===== config.mk =====
export PLATFORM = sky130hd
export DESIGN_NAME = fetch_stage_flat
export DESIGN_NICKNAME = d
export VERILOG_FILES = /design/src/rtl/fetch_if.sv /design/src/rtl/fetch_stage.sv /design/src/flat_wrapper.sv
export SDC_FILE = /design/constraint.sdc
export NUM_CORES = 1
export LEC_CHECK = 0
export CORE_ASPECT_RATIO = 1.2
export CORE_MARGIN = 4
export CORE_UTILIZATION = 46
export CTS_CLUSTER_DIAMETER = 60
export CTS_CLUSTER_SIZE = 28
export DETAILED_ROUTE_END_ITERATION = 8
export PLACE_DENSITY = 0.8
export SLEW_MARGIN = 20
export SYNTH_ARGS = -nofsm -noshare
export SYNTH_HDL_FRONTEND = slang
export SYNTH_SLANG_ARGS = --single-unit

===== constraint.sdc =====
create_clock -name clk -period 2.6 [get_ports clk]
set_input_delay 0.52 -clock clk [delete_from_list [all_inputs] [get_ports clk]]
set_output_delay 0.52 -clock clk [all_outputs]
set_load 0.02 [all_outputs]

===== src/rtl/fetch_if.sv =====
// Fetch-stage bus: redirect/stall control, instruction memory port and IF/ID payload.
interface fetch_if;
  logic        stall_i;
  logic        redirect_valid_i;
  logic [31:0] redirect_pc_i;
  logic [31:0] imem_addr_o;
  logic [31:0] imem_instr_i;
  logic        id_valid_o;
  logic [31:0] id_instr_o;
  logic [31:0] id_pc_o;
  logic [31:0] id_pc_plus4_o;
  logic        fault_o;
  logic [31:0] fault_pc_o;
  logic [31:0] fetch_count_o;

  modport master (
    input  stall_i, redirect_valid_i, redirect_pc_i, imem_instr_i,
    output imem_addr_o, id_valid_o, id_instr_o, id_pc_o, id_pc_plus4_o,
           fault_o, fault_pc_o, fetch_count_o
  );

  modport slave (
    output stall_i, redirect_valid_i, redirect_pc_i, imem_instr_i,
    input  imem_addr_o, id_valid_o, id_instr_o, id_pc_o, id_pc_plus4_o,
           fault_o, fault_pc_o, fetch_count_o
  );
endinterface


===== src/rtl/fetch_stage.sv =====
// Instruction fetch stage: PC sequencing, IF/ID register, sticky fetch-fault capture.
module fetch_stage #(
  parameter logic [31:0]  RESET_PC  = 32'h0000_0000,
  parameter int unsigned  MEM_BYTES = 1024
) (
  input  logic     clk,
  input  logic     rst_n,
  fetch_if.master  bus
);

  localparam logic [31:0] LAST_PC = 32'(MEM_BYTES - 4);

  typedef enum logic [1:0] {
    BOOT  = 2'd0,
    RUN   = 2'd1,
    FAULT = 2'd2
  } state_t;

  state_t      state;
  logic [31:0] pc;
  logic        id_valid;
  logic [31:0] id_instr;
  logic [31:0] id_pc;
  logic [31:0] id_pc_plus4;
  logic        fault;
  logic [31:0] fault_pc;
  logic [31:0] fetch_count;
  logic        pc_legal;

  assign pc_legal = (pc[1:0] == 2'b00) && (pc <= LAST_PC);

  // Redirect wins over everything; an illegal PC faults even while decode is stalled.
  always_ff @(posedge clk or negedge rst_n) begin
    if (!rst_n) begin
      state       <= BOOT;
      pc          <= RESET_PC;
      id_valid    <= 1'b0;
      id_instr    <= 32'd0;
      id_pc       <= 32'd0;
      id_pc_plus4 <= 32'd0;
      fault       <= 1'b0;
      fault_pc    <= 32'd0;
      fetch_count <= 32'd0;
    end else begin
      case (state)
        BOOT: state <= RUN;
        RUN: begin
          if (bus.redirect_valid_i) begin
            pc       <= bus.redirect_pc_i;
            id_valid <= 1'b0;
          end else if (!pc_legal) begin
            state    <= FAULT;
            fault    <= 1'b1;
            fault_pc <= pc;
            id_valid <= 1'b0;
          end else if (!bus.stall_i) begin
            id_valid    <= 1'b1;
            id_instr    <= bus.imem_instr_i;
            id_pc       <= pc;
            id_pc_plus4 <= pc + 32'd4;
            pc          <= pc + 32'd4;
            fetch_count <= fetch_count + 32'd1;
          end
        end
        FAULT: state <= FAULT;
        default: state <= BOOT;
      endcase
    end
  end

  assign bus.imem_addr_o   = pc;
  assign bus.id_valid_o    = id_valid;
  assign bus.id_instr_o    = id_instr;
  assign bus.id_pc_o       = id_pc;
  assign bus.id_pc_plus4_o = id_pc_plus4;
  assign bus.fault_o       = fault;
  assign bus.fault_pc_o    = fault_pc;
  assign bus.fetch_count_o = fetch_count;

endmodule


===== src/flat_wrapper.sv =====
// flat-port wrapper written by rule: the top's interface ports become plain ports
module fetch_stage_flat 
#(
  parameter logic [31:0]  RESET_PC  = 32'h0000_0000,
  parameter int unsigned  MEM_BYTES = 1024
)
  (clk, rst_n, bus_stall_i, bus_redirect_valid_i, bus_redirect_pc_i, bus_imem_instr_i, bus_imem_addr_o, bus_id_valid_o, bus_id_instr_o, bus_id_pc_o, bus_id_pc_plus4_o, bus_fault_o, bus_fault_pc_o, bus_fetch_count_o);
  fetch_if bus_i ();
  input  logic clk;
  input  logic rst_n;
  input wire logic [$bits(bus_i.stall_i)-1:0] bus_stall_i;
  input wire logic [$bits(bus_i.redirect_valid_i)-1:0] bus_redirect_valid_i;
  input wire logic [$bits(bus_i.redirect_pc_i)-1:0] bus_redirect_pc_i;
  input wire logic [$bits(bus_i.imem_instr_i)-1:0] bus_imem_instr_i;
  output wire logic [$bits(bus_i.imem_addr_o)-1:0] bus_imem_addr_o;
  output wire logic [$bits(bus_i.id_valid_o)-1:0] bus_id_valid_o;
  output wire logic [$bits(bus_i.id_instr_o)-1:0] bus_id_instr_o;
  output wire logic [$bits(bus_i.id_pc_o)-1:0] bus_id_pc_o;
  output wire logic [$bits(bus_i.id_pc_plus4_o)-1:0] bus_id_pc_plus4_o;
  output wire logic [$bits(bus_i.fault_o)-1:0] bus_fault_o;
  output wire logic [$bits(bus_i.fault_pc_o)-1:0] bus_fault_pc_o;
  output wire logic [$bits(bus_i.fetch_count_o)-1:0] bus_fetch_count_o;
  assign bus_i.stall_i = bus_stall_i;
  assign bus_i.redirect_valid_i = bus_redirect_valid_i;
  assign bus_i.redirect_pc_i = bus_redirect_pc_i;
  assign bus_i.imem_instr_i = bus_imem_instr_i;
  assign bus_imem_addr_o = bus_i.imem_addr_o;
  assign bus_id_valid_o = bus_i.id_valid_o;
  assign bus_id_instr_o = bus_i.id_instr_o;
  assign bus_id_pc_o = bus_i.id_pc_o;
  assign bus_id_pc_plus4_o = bus_i.id_pc_plus4_o;
  assign bus_fault_o = bus_i.fault_o;
  assign bus_fault_pc_o = bus_i.fault_pc_o;
  assign bus_fetch_count_o = bus_i.fetch_count_o;
  fetch_stage #(.RESET_PC(RESET_PC), .MEM_BYTES(MEM_BYTES)) u_core (.clk(clk), .rst_n(rst_n), .bus(bus_i));
endmodule

# [Yosys cells after proc, flatten, opt, wreduce, memory -nomap -nowiden]
# Index checks and enable logic that the tools add are counted.
[word_totals] elab_cells=39 register_bits=196 inputBits=68 out_inout_bits=194
[classes] n_eq_ne=6 bitwise=3 n_addsub=2 n_lt_le_gt_ge=1 reduce_logical=9 muxes=9
[ops] op="2-to-1 mux 32 bit" count=3
[ops] op="adder 32 x 1 -> 32 bit (second input constant)" count=1
[ops] op="adder 32 x 3 -> 32 bit (second input constant)" count=1
[ops] op="<= comparator 32 x 10 -> 1 bit (second input constant)" count=1
[ops] op="one-hot mux 2 bit (3 select lines)" count=1
[ops] op="AND reduction 3 bit" count=2
[ops] op="zero test 2 bit" count=2
[ops] op="2-to-1 mux 2 bit" count=2
[ops] op="inequality test 2 bit (second input constant)" count=2
[ops] op="AND reduction 2 bit" count=2
[ops] op="AND reduction 4 bit" count=1
[ops] op="2-to-1 mux 1 bit" count=3
[ops] op="inequality test 3 bit (second input constant)" count=1
[ops] op="inverter 1 bit" count=3
[ops] op="== test 2 x 1 -> 1 bit (second input constant)" count=1
[ops] op="== test 2 bit (second input constant)" count=1
[ops] op="inequality test 2 x 1 -> 1 bit (second input constant)" count=1
[ops] op="nonzero test 2 bit" count=1
[ops] op="logical AND 1 bit" count=1

# [Depth between registers and ports, before layout]
# Gate-level depths: netlist of the first run.
[logic_depth] word_depth=5 depth_mapped=9 mapped_depth_nobuf=7

# [Worst setup path before layout of the first run]
# No wires, ideal clock.
[synth_timing] path_kind="reg-to-reg" startpoint="register u_core.pc[24], in the netlist u_core.bus.imem_addr_o[24]" endpoint="register u_core.id_instr[10], in the netlist u_core.bus.id_instr_o[10]" n_path_buf=2 path_slack_ns=0.116 required_ns=2.475 period_less_slack_ns=2.484 t_arrival_ns=2.360 setup_time_ns=0.125 stages_incl_launch_ff=7 cell_sequence="dfrtp_1 > or4_1 > or2_0 > clkbuf_1 > nor4_4 > buf_4 > mux2_2"
[synth_via] elab_chain_len=3
[synth_lines] item="start, declared" line="fetch_stage.sv:20" text="logic [31:0] pc;"
[synth_lines] item="start signal, assigned" line="fetch_stage.sv:49" text="pc <= bus.redirect_pc_i;"
[synth_lines] item="start signal, assigned" line="fetch_stage.sv:61" text="pc <= pc + 32'd4;"
[synth_lines] item="<= comparator 32 x 10 -> 1 bit" line="fetch_stage.sv:30" text="assign pc_legal = (pc[1:0] == 2'b00) && (pc <= LAST_PC);"
[synth_lines] item="logical AND 1 bit" line="fetch_stage.sv:30"
[synth_lines] item="AND reduction 4 bit (no source line)"
[synth_lines] item="end signal, assigned" line="fetch_stage.sv:58" text="id_instr <= bus.imem_instr_i;"
[synth_lines] item="end, declared" line="fetch_stage.sv:22" text="logic [31:0] id_instr;"
# Every way passes these cells.
# A chain may end at the register's enable or synchronous reset.

# [Final worst setup path of the first run]
[layout_timing] startpoint="register u_core.pc[31], in the netlist u_core.bus.imem_addr_o[31]" endpoint="register u_core.id_instr[0], in the netlist u_core.bus.id_instr_o[0]"
# Same word-level chain as after synthesis.

==> results.tsv, run 1 <==
metric	value	unit
outcome	finished clean	
Total Nets Final	996	
HP Class	in2async	
core box area	16800	sq um
commonest non-fill, non-tap cell in the layout	clkdlybuf4s50_1	
Vias/cell	5.11	
register area share after synthesis	61.9	%
Final HPWL DP	15500	microns
final core utilization	68.5	%
CTS buffer count	17	
yosys warns	0	
power share of the combinational group	31.3	%
violation count after the first detailed-route iteration	336	
crit path capture type	flop	
EDFF count, synth	0	
clock skew	10.3	ps
CP Launch Point	u_core.bus.imem_addr_o[31]	
wire per inst	18.0	microns
hold-fix buffers at CTS	0	
Max-cap violations	0	
CP Launch Type	flop	
PortBufs	261	
Synth Register Bits	194	
Setup CP Type	reg2reg	
ys async rst share	100	%
Slew @ Worst Pin	565	ps
Die Span Y	151	microns
share of power burned in registers	41.7	%
total wire length	20800	microns
syn_nets	712	
H-Tree Level Count	4	
Most used DFF post-synth	dfrtp_1	
via count	5900	
vias in the first global route	6126	
starting density of the core	46.7	%
antenna violations before repair	0	
Worst Path Max Fanout	31	
root buf cell	clkbuf_16	
post-synthesis cell count	640	
most frequent cells in the layout	clkdlybuf4s50_1, dfrtp_1, mux2_2	
WP data required	2910	ps
Int Pwr	0.00632	W
Place WS	32.0	ps
relative slew slack	62.3	%
switching pwr	0.00313	W
pwr/cell area	821	nW/um^2
global route overflow	0	
RSZ-0062 raised after global routing	no	
gr usage total	22.0	%
post-synthesis cell type count	40	
final setup fails	0	
Routability Congestion	0.791	
synthesized cell area	7840	sq um
first-pass GRT wire length	33000	microns
worst setup margin	200	ps
Final Max Slew Viols	0	
Die Wd	127	microns
Fin. Hold Viols	0	
Mapped Avg Cell Area	12.2	sq um
largest net degree at the start of global routing	70	
fillers	1274	
Worst-path clk slew	80	ps
cell taking the most area after synthesis	dfrtp_1	
Final Critical Period	2400	ps
post-route ant nets	0	
Die ar.	19200	sq um
Clock Latency Late Sink	430	ps
Worst Path Arrival	2710	ps
CTS tree	built	
FMAX	417	MHz
Resized Gates After CTS	0	
Final period util	92.3	%
remaining routing DRC violations	0	
Switching Fraction	33.2	%
DRT Pass-1 Iters	4	
leakage power	5.23	nW
Area growth, synth to finish	46.8	%
clock power share	27.0	%
Max clock buf depth	2	
synth top area cells	dfrtp_1, mux2_2, nor2b_1	
I/O pins	262	
layout cells sized above 1	16.2	%
CTS Sinks	194	
post-synth top area share	61.9	%
Worst IR Drop VDD	0.674	mV
setup repair bufs after CTS	0	
num rows	52	
R2R Path Start	u_core.bus.imem_addr_o[31]	
synth_stat cells, drive strengths merged, types with 2 or more instances:
library cell,n
a21oi,25
and2,3
and3,8
and4,6
buf,18
clkbuf,16
dfrtp,194
ha,4
inv,9
mux2,76
mux2i,5
nand2,56
nand2b,2
nand3,23
nand4,16
nor2,39
nor2b,46
nor3,9
nor4,11
o21a,2
o21ai,16
o22ai,4
or2,3
or4,2
xnor2,16
xor2,22
logic make-up (layout without fill, tap and decap cells):
| family | after synthesis | after routing | synth area share, % |
|---|---|---|---|
| AOI/OAI and AO/OA | 53 | 53 | 3.82 |
| xor gates and xnor gates | 38 | 38 | 4.25 |
| adders and majority gates | 4 | 4 | 0.639 |
| buffers and inverters | 44 | 341 | 2.79 |
| DFF | 194 | 194 | 61.9 |
| muxes | 81 | 81 | 11.6 |
| other | 0 | 1 | 0 |
| and+or+nand+nor | 226 | 226 | 15.0 |
layer usage:
metal	share of wire [%]	global-route usage (%)
met2	51	37.1
met4	1.2	6.06
met3	6.9	6.31
met1	41	27.9
met5	0	0
final timing paths:
check | end | slack (ps) | depth (start not counted)
worst max-delay path | u_core.bus.id_instr_o[0] | 200 | 6
worst min-delay path | u_core.bus.id_instr_o[18] | 90 | 1
worst max register to register | u_core.bus.id_instr_o[0] | 200 | 6
worst min register to register | u_core.bus.fetch_count_o[31] | 470 | 1
max in group asynchronous | u_core.bus.fetch_count_o[0] | 1710 | 2
min in group clk | u_core.bus.fetch_count_o[31] | 470 | 1
layout make-up:
class	instances	area, sq um	share of cell area, %
sequential	194	4850	42.2
timing repair buffer	299	2990	26.0
multi-input combinational	402	2780	24.1
antenna	1	2.50	0.0217
clock inverter	15	149	1.29
inverter	10	37.5	0.326
clock buffer	17	425	3.70
tap	216	270	2.35
per-stage QoR:
step | TNS [ps] | power (W) | area [sq um] | instances | hold slack (ps)
final | 0 | 0.00945 | 11500 | 1154 | 86.2
after global routing | 0 | 0.00992 | 11500 | 1153 | 123
after CTS | 0 | 0.00953 | 11500 | 1153 | 99.3
after detailed placement | 0 | 0.00695 | 10900 | 1121 | 460
after global placement | -156 | 0.00688 | 10900 | 1121 | 457
after floorplan | 0 | 0.00533 | 7840 | 640 | 224
power groups by stage:
stage	combinational [W]	sequential [W]	clock (W)
after global placement	0.00292	0.00396	0
final	0.00296	0.00394	0.00255
after detailed placement	0.00297	0.00398	0
after floorplan	0.000889	0.00444	0
after global routing	0.00318	0.00401	0.00273
after CTS	0.00299	0.00393	0.00260
worst max-delay path, cell delays in order (launching register included):
cell and delay [ps]:
dfrtp_1 420, nor4_1 520, nand4_1 310, nor4_4 290, buf_4 190, buf_12 190, mux2_2 360
state kept, by name (all words and copies together) (netlist names):
name                      count
u_core.bus.fault_o            1
u_core.bus.id_instr_o        32
u_core.bus.fault_pc_o        32
u_core.bus.id_pc_o           32
u_core.bus.imem_addr_o       32
u_core.bus.id_valid_o         1
u_core.state                  2
u_core.bus.id_pc_plus4_o     30
u_core.bus.fetch_count_o     32
Note: power is estimated with default switching activity, not from simulation.
==> run 2, diff against run 1 <==
- CORE_UTILIZATION: 46 -> 49
- PLACE_DENSITY: 0.8 -> 0.85
- clock period: 2.6 -> 2.87 ns (I/O delays scaled with it)
==> run 2 against run 1 <==
  * Clock power shrank 5%
  * Count of clock-buffer cells in the layout grew 3
  * Routed wire length grew 0.81%
  * Sequential cell count is the same
  * Clock skew is essentially flat
  * Worst hold slack is essentially flat
  * Sequential power shrank 8.9%
==> results.tsv, run 2 (synthesized netlist as in run 1, its figures left out) <==
metric	value	unit
starting density of the core	50.1	%
Die Span Y	147	microns
root buf cell	clkbuf_16	
CP Launch Type	flop	
Area growth, synth to finish	44.9	%
Max clock buf depth	2	
layout cells sized above 1	14.6	%
total wire length	21000	microns
hold-fix buffers at CTS	0	
Worst Path Max Fanout	86	
Total Power	0.00864	W
Vias/cell	5.15	
Slew @ Worst Pin	635	ps
I/O pins	262	
final setup fails	0	
violation count after the first detailed-route iteration	314	
clock skew	10.5	ps
pwr/cell area	761	nW/um^2
Total Nets Final	980	
final core utilization	72.6	%
leakage power	5.16	nW
H-Tree Level Count	4	
Die ar.	18100	sq um
core box area	15600	sq um
first-pass GRT wire length	33400	microns
HP Class	in2async	
CTS buffer count	17	
Place WS	150	ps
CTS tree	built	
global route overflow	0	
Final HPWL DP	15300	microns
num rows	50	
fin area	11400	sq um
DP Area	10700	sq um
max layer used	met4	
Total Neg Setup Slack	0	ps
largest net degree at the start of global routing	87	
fillers	1084	
most frequent cells in the layout	clkdlybuf4s50_1, dfrtp_1, mux2_2	
Routability Congestion	0.799	
routed wl met2	10900	microns
RSZ-0062 raised after global routing	no	
vias in the first global route	6061	
remaining routing DRC violations	0	
post-route ant nets	0	
Worst-path clk slew	70	ps
crit path capture type	flop	
worst setup margin	187	ps
wire per inst	18.6	microns
Setup CP Type	reg2reg	
WP data required	3180	ps
WL met3	1030	microns
via count	5815	
PortBufs	261	
outcome	finished clean	
relative slew slack	57.3	%
Fin. Hold Viols	0	
Worst Path Arrival	2990	ps
Final Critical Period	2680	ps
DRT Pass-1 Iters	4	
commonest non-fill, non-tap cell in the layout	clkdlybuf4s50_1	
antenna violations before repair	1	
Final period util	93.5	%
FMAX	373	MHz
Clock Latency Late Sink	430	ps
Worst IR Drop VDD	0.722	mV
gr usage total	23.9	%
Seq. cell area	4850	sq um
CTS Sinks	194	
Die Wd	123	microns
M1 wire length	8420	microns
area of the multi-input gates	2780	sq um
Max-cap violations	0	
Final Max Slew Viols	0	
-- run 2: changes by cell type in the layout (fill, tap and decap cells not counted), moves of 2 or more --
cell | previous run | this run
buf_12 | 7 | 3
buf_4 | 31 | 19
bufinv_16 | 1 | 3
clkbuf_1 | 0 | 2
clkinvlp_4 | 6 | 1
inv_8 | 3 | 1
-- run 2: critical path, stage by stage, from the launching register on --
cell and delay, ps:
dfrtp_1 420, or4_1 580, or2_0 380, nor4_4 380, buf_12 370, mux2_2 390
-- run 2: metal layers --
metal,vias to the layer above,global-route usage [%]
met5,-,0
met4,0,9.42
met3,42,5.50
met2,184,39.5
met1,2854,30.1
li1,2735,-
-- run 2: worst paths after layout --
kind                       slack (ps)                           end  cells after the start                         start
max                               190      u_core.bus.id_instr_o[0]                      5    u_core.bus.imem_addr_o[24]
min                                90  u_core.bus.fetch_count_o[11]                      1                         rst_n
max reg2reg                       190      u_core.bus.id_instr_o[0]                      5    u_core.bus.imem_addr_o[24]
min reg2reg                       470  u_core.bus.fetch_count_o[31]                      1  u_core.bus.fetch_count_o[31]
max in group asynchronous        1950        u_core.bus.id_pc_o[15]                      2                         rst_n
min in group clk                  470  u_core.bus.fetch_count_o[31]                      1  u_core.bus.fetch_count_o[31]
-- run 2: timing repair --
action,in CTS,in global routing
buffers inserted,0,0
gates resized for setup,0,1
endpoints found under the setup margin,0,1
-- run 2: layout make-up --
type                            count  area share (%)
Sequential cell                   194            42.7
Timing Repair Buffer              283            24.8
Multi-Input combinational cell    402            24.5
Clock buffer                       20            3.93
Tap cell                          208            2.29
Clock inverter                     11            1.35
Inverter                           10           0.330
Antenna cell                        1          0.0220
-- run 2: power by group --
| group | leakage [nW] | switching (W) | internal (W) |
|---|---|---|---|
| registers | 2.54 | 0.000421 | 0.00316 |
| clock network | 0.292 | 0.00103 | 0.00140 |
| logic | 2.33 | 0.00134 | 0.00128 |
| total | 5.16 | 0.00279 | 0.00585 |
-- run 2: stage by stage --
stage	hold WS, ps	cells
after floorplan	278	640
after global placement	450	1097
after detailed placement	458	1097
after CTS	105	1128
after global routing	118	1129
final	85.7	1129
==> RTL edit (settings of run 1) <==
Make the reset (`rst_n`) synchronous in one clocked block.
--- a/src/rtl/fetch_stage.sv
+++ b/src/rtl/fetch_stage.sv
@@ -30,7 +30,7 @@
   assign pc_legal = (pc[1:0] == 2'b00) && (pc <= LAST_PC);
 
   // Redirect wins over everything; an illegal PC faults even while decode is stalled.
-  always_ff @(posedge clk or negedge rst_n) begin
+  always_ff @(posedge clk) begin
     if (!rst_n) begin
       state       <= BOOT;
       pc          <= RESET_PC;
Check against the original RTL: differs if rst_n is asserted again (counterexample within 4 cycles, from zero or initial values and one cycle with rst_n low); with rst_n held inactive, the same outputs for 4 cycles.
==> RTL edit against run 1 <==
Setup slack better by 0.074 ns. Worst hold slack improved by 0.37 ns. Critical path depth is 1 lower. Wire length up 4.2%. Final area is 5.3% lower. Count of clock-buffer cells in the layout rose by 2. Power shrank 19%. Sequential cell count unchanged. Utilization is 0.56 points higher. Area after synthesis is 4.7% lower.
==> RTL edit: results <==
export IMPL_outcome="complete, no violations"
export IMPL_seq_area_frac_synth=0.520
export IMPL_synth_fa_ha_area_frac=0.00670
export IMPL_rrSetupSlack_ns=0.27
export IMPL_fin_skew_ns=0.0101
export IMPL_ir_worst_vdd_v=0.000467
export IMPL_clockBufferDepth=2
export IMPL_postCtsSetupBuffers=0
export IMPL_synth_area_leaders="dfxtp_1, nand2_1, a21oi_1, and3_1, clkbuf_1"
export IMPL_wl_mm=21.7
export IMPL_grt_pass1_wl_mm=35.5
export IMPL_grt_max_degree=76
export IMPL_ys_types=48
export IMPL_worst_hold_slack_ns=0.451
export IMPL_arrival_ns=2.68
export IMPL_maxSlewHeadroom=0.570
export IMPL_clock_latency_ns=0.42
export IMPL_r2r_start="u_core.bus.imem_addr_o[15]"
export IMPL_synth_xor_area_frac=0.0105
export IMPL_synthMuxAreaShare=0.00670
export IMPL_drt_initial_drc_count=471
export IMPL_grt_pass1_vias=6792
export IMPL_slowest_delay_ns=0.56
export IMPL_cp_slowest_cell="or4_1"
export IMPL_synthFlopType="dfxtp_1"
export IMPL_drive_gt1_frac=0.0630
export IMPL_dr_pass1_iters=6
export IMPL_synth_common_cells="nand2_1, dfxtp_1, a21oi_1, clkbuf_1, and3_1"
export IMPL_p_leak_nw=3.85
export IMPL_cts_made_buffers=17
export IMPL_place_congestion=0.851
export IMPL_yosys_warnings=0
export IMPL_hold_violations=0
export IMPL_dp_hpwl_mm=15.2
export IMPL_layout_nets=1186
export IMPL_dpl_cell_area_mm2=0.0103
export IMPL_globalRouteTotalUtil=0.232
export IMPL_synth_compound_area_frac=0.145
export IMPL_worstHoldPathType="flip-flop to flip-flop"
export IMPL_syn_nets=957
export IMPL_power_report_internal_total_mw=5.36
export IMPL_period_minus_slack_ns=2.33
export IMPL_syn_instance_count=885
export IMPL_antennaDiodeCount=0
export IMPL_cp_max_fo=29
export IMPL_stdcell_count=1335
export IMPL_dp_slack_ns=0.0344
export IMPL_ys_async_sr_fraction=0
export IMPL_nFillCells=1290
-- RTL edit: changes by cell type after synthesis, sizes merged, moves of 19 or more --
cell           run 1  this run
a21oi             25       123
and3               8        50
clkbuf            16        56
dfrtp            194         0
dfxtp              0       194
mux2              76         0
nand2             56       213
nor2b             46         2
o31ai              1        21
or4                2        22
xor2              22         3
-- RTL edit: kinds of logic after synthesis --
logic type | after synthesis
adders and majority gates | 4
xor gates and xnor gates | 9
buffers and inverters | 80
muxes | 5
AOI/OAI and AO/OA | 190
DFF | 194
and+or+nand+nor | 403
-- RTL edit: worst max-delay path, delay by kind of cell (launching register included) --
| kind | cells | cell delay (ns) |
|---|---|---|
| flops | 1 | 0.35 |
| simple gates | 4 | 1.73 |
| compound gates | 1 | 0.17 |
-- RTL edit: metrics by stage --
step,power [mW],utilization
5_1_grt,8.04,0.691
4_1_cts,7.75,0.691
3_5_place_dp,5.02,0.652
3_3_place_gp,5.00,0.652
6_report,7.68,0.691
2_1_floorplan,4.27,-
-- RTL edit: routing by layer --
metal / part of all wire / GRT usage / vias up
met4: 0.024 / 0.0800 / 0
met3: 0.071 / 0.0687 / 36
met2: 0.48 / 0.377 / 273
met5: 0 / 0 / -
li1: - / - / 3528
met1: 0.43 / 0.295 / 3321
-- RTL edit: cell type report --
class                           count  area share
Sequential cell                   194       0.356
Inverter                            7     0.00264
Clock buffer                       19      0.0407
Tap cell                          208      0.0239
Timing Repair Buffer              283       0.260
Multi-Input combinational cell    611       0.301
Clock inverter                     13      0.0158
-- RTL edit: power by group through the flow --
stage	clock network, mW	registers, mW	logic, mW
after floorplan	0	3.48	0.791
after global placement	0	3.35	1.65
after detailed placement	0	3.35	1.67
after CTS	2.78	3.29	1.68
after global routing	2.92	3.31	1.81
final	2.74	3.29	1.66
-- RTL edit: path summary, 6_finish.rpt --
kind,endpoint,cells after the start
max,u_core.bus.fetch_count_o[22],5
min,u_core.bus.fault_pc_o[8],2
max reg2reg,u_core.bus.fetch_count_o[22],5
min reg2reg,u_core.bus.fault_pc_o[8],2
